<file path="src/rtl/mem_arbiter_if.sv">
// mem_arbiter_if: bundles the two requester handshakes (port A = instruction
// fetch, port B = data load/store) and the single-port memory bus.
// The slave modport is the arbiter's view; master is the requester/memory side.
interface mem_arbiter_if #(
  parameter int ADDR_W = 8,
  parameter int DATA_W = 32
);
  logic              a_req;
  logic              a_we;
  logic [ADDR_W-1:0] a_addr;
  logic [DATA_W-1:0] a_wdata;
  logic              a_ack;
  logic [DATA_W-1:0] a_rdata;

  logic              b_req;
  logic              b_we;
  logic [ADDR_W-1:0] b_addr;
  logic [DATA_W-1:0] b_wdata;
  logic              b_ack;
  logic [DATA_W-1:0] b_rdata;

  logic [ADDR_W-1:0] mem_read_address;
  logic [ADDR_W-1:0] mem_write_address;
  logic [DATA_W-1:0] mem_write_data;
  logic              mem_write_enable;
  logic [DATA_W-1:0] mem_output_data;

  modport slave (
    input  a_req, a_we, a_addr, a_wdata,
    output a_ack, a_rdata,
    input  b_req, b_we, b_addr, b_wdata,
    output b_ack, b_rdata,
    output mem_read_address, mem_write_address, mem_write_data, mem_write_enable,
    input  mem_output_data
  );

  modport master (
    output a_req, a_we, a_addr, a_wdata,
    input  a_ack, a_rdata,
    output b_req, b_we, b_addr, b_wdata,
    input  b_ack, b_rdata,
    input  mem_read_address, mem_write_address, mem_write_data, mem_write_enable,
    output mem_output_data
  );
endinterface

</file>
<file path="src/rtl/mem_arbiter.sv">
// mem_arbiter: shares one single-port block memory between port A
// (instruction fetch) and port B (data load/store).
// Each transaction runs IDLE -> ACCESS -> DONE: the grant is latched in IDLE,
// the memory is driven for exactly one ACCESS cycle (read-before-write), and
// the winner's ack pulses in DONE.
// Optional feature, macro MEMARB_IOPROT_EN: port A is denied access to the
// I/O word at IO_ADDR (no write, rdata forced to 0, err_a pulses with a_ack).
module mem_arbiter #(
  parameter int                ADDR_W    = 8,
  parameter int                DATA_W    = 32,
  parameter logic [ADDR_W-1:0] IO_ADDR   = 8'hFF,
  parameter int                PRIO_MODE = 0
) (
  input  logic             clk,
  input  logic             rst,
  mem_arbiter_if.slave     bus,
  output logic             busy,
  output logic             err_a
);

  typedef enum logic [1:0] {
    S_IDLE   = 2'd0,
    S_ACCESS = 2'd1,
    S_DONE   = 2'd2
  } state_t;

  localparam logic PORT_A = 1'b0;
  localparam logic PORT_B = 1'b1;

`ifdef MEMARB_IOPROT_EN
  localparam logic IOPROT_EN = 1'b1;
`else
  localparam logic IOPROT_EN = 1'b0;
`endif

  state_t            state_q, state_d;
  logic              grant_vld;
  logic              grant_port;
  logic              last_grant;
  logic              lat_port;
  logic              lat_we;
  logic              lat_prot;
  logic [ADDR_W-1:0] lat_addr;
  logic [DATA_W-1:0] lat_wdata;
  logic [DATA_W-1:0] a_rdata_q;
  logic [DATA_W-1:0] b_rdata_q;

  // Next-state and arbitration: only IDLE looks at the requests, so a request
  // raised while busy waits for the next IDLE and a losing request stays pending.
  always_comb begin
    state_d    = state_q;
    grant_vld  = 1'b0;
    grant_port = PORT_A;
    case (state_q)
      S_IDLE: begin
        if (bus.a_req && bus.b_req) begin
          grant_vld = 1'b1;
          if (PRIO_MODE == 1) grant_port = PORT_A;
          else                grant_port = (last_grant == PORT_A) ? PORT_B : PORT_A;
        end else if (bus.a_req) begin
          grant_vld  = 1'b1;
          grant_port = PORT_A;
        end else if (bus.b_req) begin
          grant_vld  = 1'b1;
          grant_port = PORT_B;
        end
        if (grant_vld) state_d = S_ACCESS;
      end
      S_ACCESS: state_d = S_DONE;
      S_DONE:   state_d = S_IDLE;
      default:  state_d = S_IDLE;
    endcase
  end

  // FSM state register.
  always_ff @(posedge clk or posedge rst) begin
    if (rst) state_q <= S_IDLE;
    else     state_q <= state_d;
  end

  // Latch the winner's request on grant; last_grant starts at B so the first
  // tie after reset goes to A.
  always_ff @(posedge clk or posedge rst) begin
    if (rst) begin
      last_grant <= PORT_B;
      lat_port   <= PORT_A;
      lat_we     <= 1'b0;
      lat_prot   <= 1'b0;
      lat_addr   <= '0;
      lat_wdata  <= '0;
    end else if (grant_vld) begin
      last_grant <= grant_port;
      lat_port   <= grant_port;
      lat_we     <= (grant_port == PORT_A) ? bus.a_we    : bus.b_we;
      lat_addr   <= (grant_port == PORT_A) ? bus.a_addr  : bus.b_addr;
      lat_wdata  <= (grant_port == PORT_A) ? bus.a_wdata : bus.b_wdata;
      lat_prot   <= IOPROT_EN && (grant_port == PORT_A) && (bus.a_addr == IO_ADDR);
    end
  end

  // Capture read data during ACCESS, before the write lands; rdata holds
  // between transactions.
  always_ff @(posedge clk or posedge rst) begin
    if (rst) begin
      a_rdata_q <= '0;
      b_rdata_q <= '0;
    end else if (state_q == S_ACCESS) begin
      if (lat_port == PORT_A) a_rdata_q <= lat_prot ? '0 : bus.mem_output_data;
      else                    b_rdata_q <= bus.mem_output_data;
    end
  end

  // Write enable is decoded from the state register so an asynchronous reset
  // drops it immediately.
  assign bus.mem_read_address  = lat_addr;
  assign bus.mem_write_address = lat_addr;
  assign bus.mem_write_data    = lat_wdata;
  assign bus.mem_write_enable  = (state_q == S_ACCESS) && lat_we && !lat_prot;

  assign bus.a_ack   = (state_q == S_DONE) && (lat_port == PORT_A);
  assign bus.b_ack   = (state_q == S_DONE) && (lat_port == PORT_B);
  assign bus.a_rdata = a_rdata_q;
  assign bus.b_rdata = b_rdata_q;
  assign busy        = (state_q != S_IDLE);

`ifdef MEMARB_IOPROT_EN
  assign err_a = (state_q == S_DONE) && (lat_port == PORT_A) && lat_prot;
`else
  assign err_a = 1'b0;
`endif

endmodule

</file>
<file path="src/flat_wrapper.sv">
// flat-port wrapper written by rule: the top's interface ports become plain ports
module mem_arbiter_flat 
#(
  parameter int                ADDR_W    = 8,
  parameter int                DATA_W    = 32,
  parameter logic [ADDR_W-1:0] IO_ADDR   = 8'hFF,
  parameter int                PRIO_MODE = 0
)
  (clk, rst, busy, err_a, bus_a_req, bus_a_we, bus_a_addr, bus_a_wdata, bus_a_ack, bus_a_rdata, bus_b_req, bus_b_we, bus_b_addr, bus_b_wdata, bus_b_ack, bus_b_rdata, bus_mem_read_address, bus_mem_write_address, bus_mem_write_data, bus_mem_write_enable, bus_mem_output_data);
  mem_arbiter_if #(.ADDR_W(ADDR_W), .DATA_W(DATA_W)) bus_i ();
  input  logic clk;
  input  logic rst;
  output logic busy;
  output logic err_a;
  input wire logic [$bits(bus_i.a_req)-1:0] bus_a_req;
  input wire logic [$bits(bus_i.a_we)-1:0] bus_a_we;
  input wire logic [$bits(bus_i.a_addr)-1:0] bus_a_addr;
  input wire logic [$bits(bus_i.a_wdata)-1:0] bus_a_wdata;
  output wire logic [$bits(bus_i.a_ack)-1:0] bus_a_ack;
  output wire logic [$bits(bus_i.a_rdata)-1:0] bus_a_rdata;
  input wire logic [$bits(bus_i.b_req)-1:0] bus_b_req;
  input wire logic [$bits(bus_i.b_we)-1:0] bus_b_we;
  input wire logic [$bits(bus_i.b_addr)-1:0] bus_b_addr;
  input wire logic [$bits(bus_i.b_wdata)-1:0] bus_b_wdata;
  output wire logic [$bits(bus_i.b_ack)-1:0] bus_b_ack;
  output wire logic [$bits(bus_i.b_rdata)-1:0] bus_b_rdata;
  output wire logic [$bits(bus_i.mem_read_address)-1:0] bus_mem_read_address;
  output wire logic [$bits(bus_i.mem_write_address)-1:0] bus_mem_write_address;
  output wire logic [$bits(bus_i.mem_write_data)-1:0] bus_mem_write_data;
  output wire logic [$bits(bus_i.mem_write_enable)-1:0] bus_mem_write_enable;
  input wire logic [$bits(bus_i.mem_output_data)-1:0] bus_mem_output_data;
  assign bus_i.a_req = bus_a_req;
  assign bus_i.a_we = bus_a_we;
  assign bus_i.a_addr = bus_a_addr;
  assign bus_i.a_wdata = bus_a_wdata;
  assign bus_a_ack = bus_i.a_ack;
  assign bus_a_rdata = bus_i.a_rdata;
  assign bus_i.b_req = bus_b_req;
  assign bus_i.b_we = bus_b_we;
  assign bus_i.b_addr = bus_b_addr;
  assign bus_i.b_wdata = bus_b_wdata;
  assign bus_b_ack = bus_i.b_ack;
  assign bus_b_rdata = bus_i.b_rdata;
  assign bus_mem_read_address = bus_i.mem_read_address;
  assign bus_mem_write_address = bus_i.mem_write_address;
  assign bus_mem_write_data = bus_i.mem_write_data;
  assign bus_mem_write_enable = bus_i.mem_write_enable;
  assign bus_i.mem_output_data = bus_mem_output_data;
  mem_arbiter #(.ADDR_W(ADDR_W), .DATA_W(DATA_W), .IO_ADDR(IO_ADDR), .PRIO_MODE(PRIO_MODE)) u_core (.clk(clk), .rst(rst), .bus(bus_i), .busy(busy), .err_a(err_a));
endmodule
</file>
<file path="config.mk">
export PLATFORM = sky130hd
export DESIGN_NAME = mem_arbiter_flat
export DESIGN_NICKNAME = d
export VERILOG_FILES = /design/src/rtl/mem_arbiter_if.sv /design/src/rtl/mem_arbiter.sv /design/src/flat_wrapper.sv
export SDC_FILE = /design/constraint.sdc
export NUM_CORES = 1
export LEC_CHECK = 0
export CAP_MARGIN = 20
export CORE_MARGIN = 2
export CORE_UTILIZATION = 30
export CTS_CLUSTER_SIZE = 10
export DETAILED_ROUTE_END_ITERATION = 8
export SLEW_MARGIN = 5
export SYNTH_ARGS = -nofsm -noshare
export SYNTH_HDL_FRONTEND = slang
export SYNTH_SLANG_ARGS = --single-unit
</file>
<file path="constraint.sdc">
create_clock -name clk -period 6.2 [get_ports clk]
set_input_delay 0.93 -clock clk [delete_from_list [all_inputs] [get_ports clk]]
set_output_delay 0.93 -clock clk [all_outputs]
set_load 0.02 [all_outputs]
</file>
==> metrics.md, run 1 <==
| Metric | Value |
|---|---|
| Status | completed |
| Largest net degree at the start of global routing | 70 |
| Setup Buffers After CTS | 0 |
| Worst min path class | reg -> reg |
| Data arrival time of the worst path | approximately 2500 ps |
| CP Max Fanout | 44 |
| P per Cell Area | 553.8 nW/µm² |
| CTS tree | done |
| Max Cap Viol | 0 |
| Clock buffer depth | 2 |
| Clock slew at reported path FFs | 70 ps |
| Final Cycle Share | 0.5511 |
| Initial antenna violation count | 0 |
| Detail Placement HPWL | between 9 and 10 mm |
| Row count | 46 |
| First-pass GRT wire length | 21.60 mm |
| DIE AREA | 16970 µm² |
| Synth Register Bits | 109 |
| Clk_lat worst skew | between 300 and 400 ps |
| Crit-path cells | nor2_4 > buf_4 > inv_2 > clkdlybuf4s50_1 |
| Async S/R FF share, synth | 1.000 |
| Final ANT Viol Nets | 0 |
| Largest cells by area after synthesis | dfrtp_1 57%, mux2_4 9.4%, mux2_1 7.5% |
| CP startpoint kind | flip-flop |
| Worst path bufs/invs | 3 |
| Synth top cells by count | 108 x dfrtp_1, 41 x nor2_1, 40 x a21oi_1, 40 x o31ai_1, 32 x mux2_1 |
| Syn_nets | 511 |
| Crit path required time | 5270 ps |
| Final core utilization | 0.4835 |
| Starting Density | 0.3044 |
| CP delay by family, top | buffers and inverters |
| Max stage delay on crit path | 730 ps |
| Max rail drop VDD | 0.0002920 V |
| Clock root buffer | clkbuf_16 |
| Worst slew pin tran | 858.8 ps |
| Synth area leader | dfrtp_1 |
| Final min period | 3417 ps |
| Nature of the critical path endpoint | output pin |
| Clock skew | 5.174 ps |
| Cts hold-fix bufs | 0 |
| Finished Cell Area | roughly 7600 µm² |
| Ys flop type | dfrtp_1 |
| Post_cts resized | 0 |
| Count leader, synth | dfrtp_1 |
| Power consumption | 4207 µW |
| Via density | 4.750 |
| Sink Count | 109 |
| GR Overflow Total | 0 |
| Pleak | roughly 0.0031 µW |
| Via count | about 3.9k |
| Post-synth top area share | 0.5650 |
| Mapped Cells | 393 |
| TritonCTS Buffers | 9 |
| Min-delay src | u_core.bus.mem_write_data[23] |
| Hold Path Depth | 2 |
| Reg2reg path depth | 5 |
| Hold Vio Cnt, Final | 0 |
| R2R setup slack | 4250 ps |
| Fillcell total | 1418 |
| Final Setup Violations | 0 |
| Distinct cells, synth | 30 |
| Drt pass-1 iters | 4 |
| Placed cell area | 7226 µm² |
| Yosys warnings | 0 |
| Fin cells | 825 |
| Antenna cells | 0 |
| Vias in the first global route | 4185 |
| Drt wl/cell | about 17 µm |
| Sequential cell area fraction in the yosys report | 0.5705 |
| GPL Wtd Cong | 0.8185 |
| Die Ht | 130.3 µm |
| Critical path type | reg -> out |
| RSZ-0062 raised after global routing | no |
| Post-Syn Area per Cell | between 10 and 15 µm² |
| CORE AREA | 15710 µm² |
| # nets final | between 700 and 800 |
| F_max | approximately 300 MHz |
| WHS Endpoint | u_core.bus.mem_write_data[23] |
| Share of cells above drive strength 1 | 0.1067 |
| Initial DRC count | roughly 180 |
| Area growth, synth to finish | 58.83% |
| Synthesized area | 4783 µm² |
| # IOs | 235 |
| Routed WL | roughly 14 mm |
| Slew margin rel. | 0.4275 |
| DR DRC count | 0 |
| Post-synth EDFFs | 0 |
| Placed cells | between 800 and 900 |
| H-tree levels | 3 |
| R2r endpoint | u_core.lat_we |
| Max-slew violation count | 0 |
| Chip width | 130.3 µm |
| Setup tns final | 0 ps |
| Cell with the largest stage delay on the worst path | clkdlybuf4s50_1 |
| Reg2reg start | u_core.state_q[1] |
| Total track usage | 0.1650 |
| Port bufs | 233 |
[flip-flops by register name (all words and copies together) (netlist names)]
signal / cells
u_core.bus.a_rdata: 32
u_core.bus.b_rdata: 32
u_core.bus.mem_read_address: 8
u_core.bus.mem_write_data: 32
u_core.last_grant: 1
u_core.lat_port: 1
u_core.lat_we: 1
u_core.state_q: 2
[area by class of cell]
cell class / instances / area, µm² / area share
clock buffer: 9 / 225.2 / 0.02964
clock inverter: 7 / 98.84 / 0.01301
inverter: 3 / 13.76 / 0.001812
multi-input combinational: 241 / 1843 / 0.2426
sequential: 109 / 2729 / 0.3592
tap: 216 / 270.3 / 0.03557
timing repair buffer: 240 / 2417 / 0.3182
[per-layer routing]
| metal | track usage | wire length [µm] |
|---|---|---|
| met5 | 0 | 0 |
| met4 | 0.06768 | 238 |
| met3 | 0.06355 | 1499 |
| met2 | 0.2713 | 6577 |
| met1 | 0.1942 | 5771 |
[logic make-up (layout without fill, tap and decap cells)]
kind of cell	Yosys count	after routing	synth area share
DFF	109	109	0.5705
other	1	1	0.0007840
muxes	64	64	0.1742
AOI/OAI and AO/OA	128	128	0.1609
and+or+nand+nor	48	48	0.04316
buffers and inverters	43	259	0.05048
[worst max-delay path by stage]
| stage | start | endpoint | slack (ps) | cells after the start |
|---|---|---|---|---|
| finish | u_core.state_q[1] | busy | 2780 | 4 |
| global route | u_core.state_q[1] | busy | 2670 | 4 |
| CTS | u_core.state_q[1] | busy | 2760 | 4 |
| detailed placement | bus_b_req | u_core.bus.mem_read_address[0] | 3110 | 4 |
| global placement | u_core.state_q[1] | busy | 3210 | 4 |
| floorplan | rst | u_core.bus.a_rdata[0] | 2400 | 1 |
[stage by stage]
stage,worst slack (ps),hold WS (ps)
3_3_place_gp,3211,468.1
6_report,2783,492.9
3_5_place_dp,3110,480.6
2_1_floorplan,2398,468.2
4_1_cts,2760,496.9
5_1_grt,2672,506.6
[placed cells by master, fill, tap and decap left out, types with 2 or more instances in the layout]
master	count
a21oi_1	40
a22o_1	2
buf_4	5
bufinv_16	2
clkbuf_16	9
clkdlybuf4s50_1	233
clkinvlp_4	3
dfrtp_1	108
mux2_1	32
mux2_2	2
mux2_4	30
nor2_1	40
nor2b_4	2
o21ai_0	23
o21ai_1	18
o31ai_1	40
[worst reg2reg max path, stage by stage, from the launching register on]
cell and delay, ps:
dfrtp_1 450, nor2_4 100, buf_4 420, inv_2 460
o21ai_0 310, o31ai_1 100
[report_power, final]
part           internal (µW)  switching, µW  total, µW  leakage [µW]
logic                   1150           1140       2290       0.00165
registers               1080            213       1290       0.00130
clock network            356            267        623      0.000150
(Power assumes the default switching activity.)
==> run 2: changes to the inputs <==
clock period = 2.9 ns   (was 6.2 ns; I/O delays follow)
==> metrics.md, run 2 (same netlist as run 1, synthesis figures left out) <==
| Metric | Value |
|---|---|
| Status | completed |
| P per Cell Area | 1178 nW/µm² (+110%) |
| Crit path required time | 2470 ps (-2800 ps) |
| Placed cell area | 7302 µm² (+1.1%) |
| Final Cycle Share | 0.7477 |
| Critical path type | reg -> out |
| Finished Cell Area | 7642 µm² (+0.59%) |
| Chip width | 130.3 µm (unchanged) |
| Via density | 4.788 (+0.79%) |
| Most common cell after layout, fill and taps aside | clkdlybuf4s50_1 |
| TritonCTS Buffers | 9 (unchanged) |
| Hold Vio Cnt, Final | 0 (unchanged) |
| Worst slew pin tran | 815.5 ps (-43.31 ps) |
| Crit-path cells | nor2b_4 > and2_1 > clkdlybuf4s50_1 |
| Combinational share of power | 0.548 (+0.003) |
| Clock skew | 6.190 ps (+1.016 ps) |
| Max stage delay on crit path | 610 ps (-120 ps) |
| # nets final | 726 (+0.55%) |
| First-pass GRT wire length | 21.56 mm (-0.19%) |
| Clock slew at reported path FFs | 70 ps (about the same) |
| Sw Ratio | 0.3830 (-0.002133) |
| Final ANT Viol Nets | 0 (unchanged) |
| Data arrival time of the worst path | 1730 ps (-760 ps) |
| Nature of the critical path endpoint | output pin |
| Starting Density | 0.3044 (unchanged) |
| Share of cells above drive strength 1 | 0.1093 (+0.002566) |
| CP Max Fanout | 4 (-91%) |
| DR DRC count | 0 (unchanged) |
| Internal cell power | 5554 µW (+110%) |
| Clock root buffer | clkbuf_16 |
| Setup Buffers After CTS | 0 (unchanged) |
| Largest net degree at the start of global routing | 44 (-37%) |
| Detail Placement HPWL | 10.10 mm (+4.1%) |
| Drt pass-1 iters | 4 (unchanged) |
| F_max | ~460 MHz |
| Sequential Power Share | 0.309 (+0.002) |
| Antenna cells | 0 (unchanged) |
| CORE AREA | 15710 µm² (unchanged) |
| Dpl ws | 559.3 ps (-2551 ps) |
| Cell with the largest stage delay on the worst path | clkdlybuf4s50_1 |
| Initial antenna violation count | 0 (unchanged) |
| Final Setup Violations | 0 (unchanged) |
| Clock buffer depth | 2 (unchanged) |
| Final WS setup | 731.7 ps (-2052 ps) |
| Row count | 46 (unchanged) |
| Total track usage | 0.1640 (-0.001005) |
| Worst min path class | reg -> reg |
| GR Overflow Total | 0 (unchanged) |
| Cts hold-fix bufs | 0 (unchanged) |
| Vias in the first global route | 4093 (-2.2%) |
| Slew margin rel. | 0.4558 (+0.02829) |
| Drt wl/cell | 16.95 µm (-0.73%) |
| Max-slew violation count | 0 (unchanged) |
| Sink Count | 109 (unchanged) |
| CP startpoint kind | flip-flop |
| Initial DRC count | 211 (+18%) |
| Pleak | 0.003128 µW (+0.86%) |
| R2R setup slack | 960 ps (-3290 ps) |
| Clk_lat worst skew | 350 ps (about the same) |
| Area growth, synth to finish | 59.77% |
| Setup tns final | 0 ps (unchanged) |
| Post_cts resized | 0 (unchanged) |
| Highest-count cells in the layout ignoring fill and taps | 233 x clkdlybuf4s50_1, 108 x dfrtp_1, 40 x a21oi_1, 40 x nor2_1, 40 x o31ai_1 |
| Port bufs | 233 (unchanged) |
| Via count | 3969 (+1.3%) |
| Die Ht | 130.3 µm (unchanged) |
| Clock Power Share | 0.143 (-0.005) |
| # IOs | 235 (unchanged) |
| Final min period | 2168 ps |
| H-tree levels | 3 (unchanged) |
| Max rail drop VDD | 0.0005636 V (+93%) |
| DIE AREA | 16970 µm² (unchanged) |
| Routed WL | 14.05 mm (-0.25%) |
| Max Cap Viol | 0 (unchanged) |
| GPL Wtd Cong | 0.8750 (+6.9%) |
| Power consumption | 9003 µW (+110%) |
| RSZ-0062 raised after global routing | no |
| CTS tree | done |
| Sw Pwr | 3448 µW (+110%) |
[run 2: layout make-up]
cell class                      instances  area, µm²
Clock buffer                           14      274.0
Clock inverter                          2      38.79
Fill cell                            1386       8070
Inverter                                3      15.01
Multi-Input combinational cell        241       1843
Sequential cell                       109       2729
Tap cell                              216      270.3
Timing Repair Buffer                  244       2472
[run 2: final timing paths]
| check | from | to | cells past startpoint |
|---|---|---|---|
| setup / recovery | u_core.state_q[0] | bus_mem_write_enable | 3 |
| hold / removal | u_core.bus.a_rdata[31] | u_core.bus.a_rdata[31] | 1 |
| setup reg to reg | u_core.state_q[0] | u_core.bus.a_rdata[30] | 4 |
| hold reg to reg | u_core.bus.a_rdata[31] | u_core.bus.a_rdata[31] | 1 |
| max in group asynchronous | rst | u_core.bus.a_rdata[4] | 3 |
| min in group asynchronous | rst | u_core.bus.a_rdata[20] | 2 |
[run 2: worst max-delay path, delay by kind of cell, from the launching register on]
family | cells | cell delay [ps]
AND/OR/NAND/NOR | 2 | 360
buffers and inverters | 1 | 610
flip-flops | 1 | 420
[run 2: metrics by stage]
step,hold WS (ps),std cells,utilization
CTS,492.9,828,0.4846
finish,489.8,829,0.4864
global placement,470.0,812,0.4647
global route,507.0,829,0.4864
floorplan,468.2,393,-
detailed placement,476.8,812,0.4647
[run 2: routing by layer]
metal / global-route usage / vias to the layer above / wire length (µm)
met5: 0 / - / 0
met4: 0.06641 / 0 / 297
met3: 0.05289 / 19 / 1516
met2: 0.2532 / 213 / 6232
met1: 0.2139 / 1909 / 6006
li1: - / 1828 / -
[run 2: power groups by stage]
| stage | Clock, µW | Combinational, µW | Sequential, µW |
|---|---|---|---|
| after floorplan | 0 | 1900 | 3620 |
| after global placement | 0 | 4860 | 2800 |
| after detailed placement | 0 | 4920 | 2800 |
| after CTS | 1330 | 4930 | 2800 |
| after global routing | 1380 | 5240 | 2890 |
| final | 1290 | 4930 | 2780 |
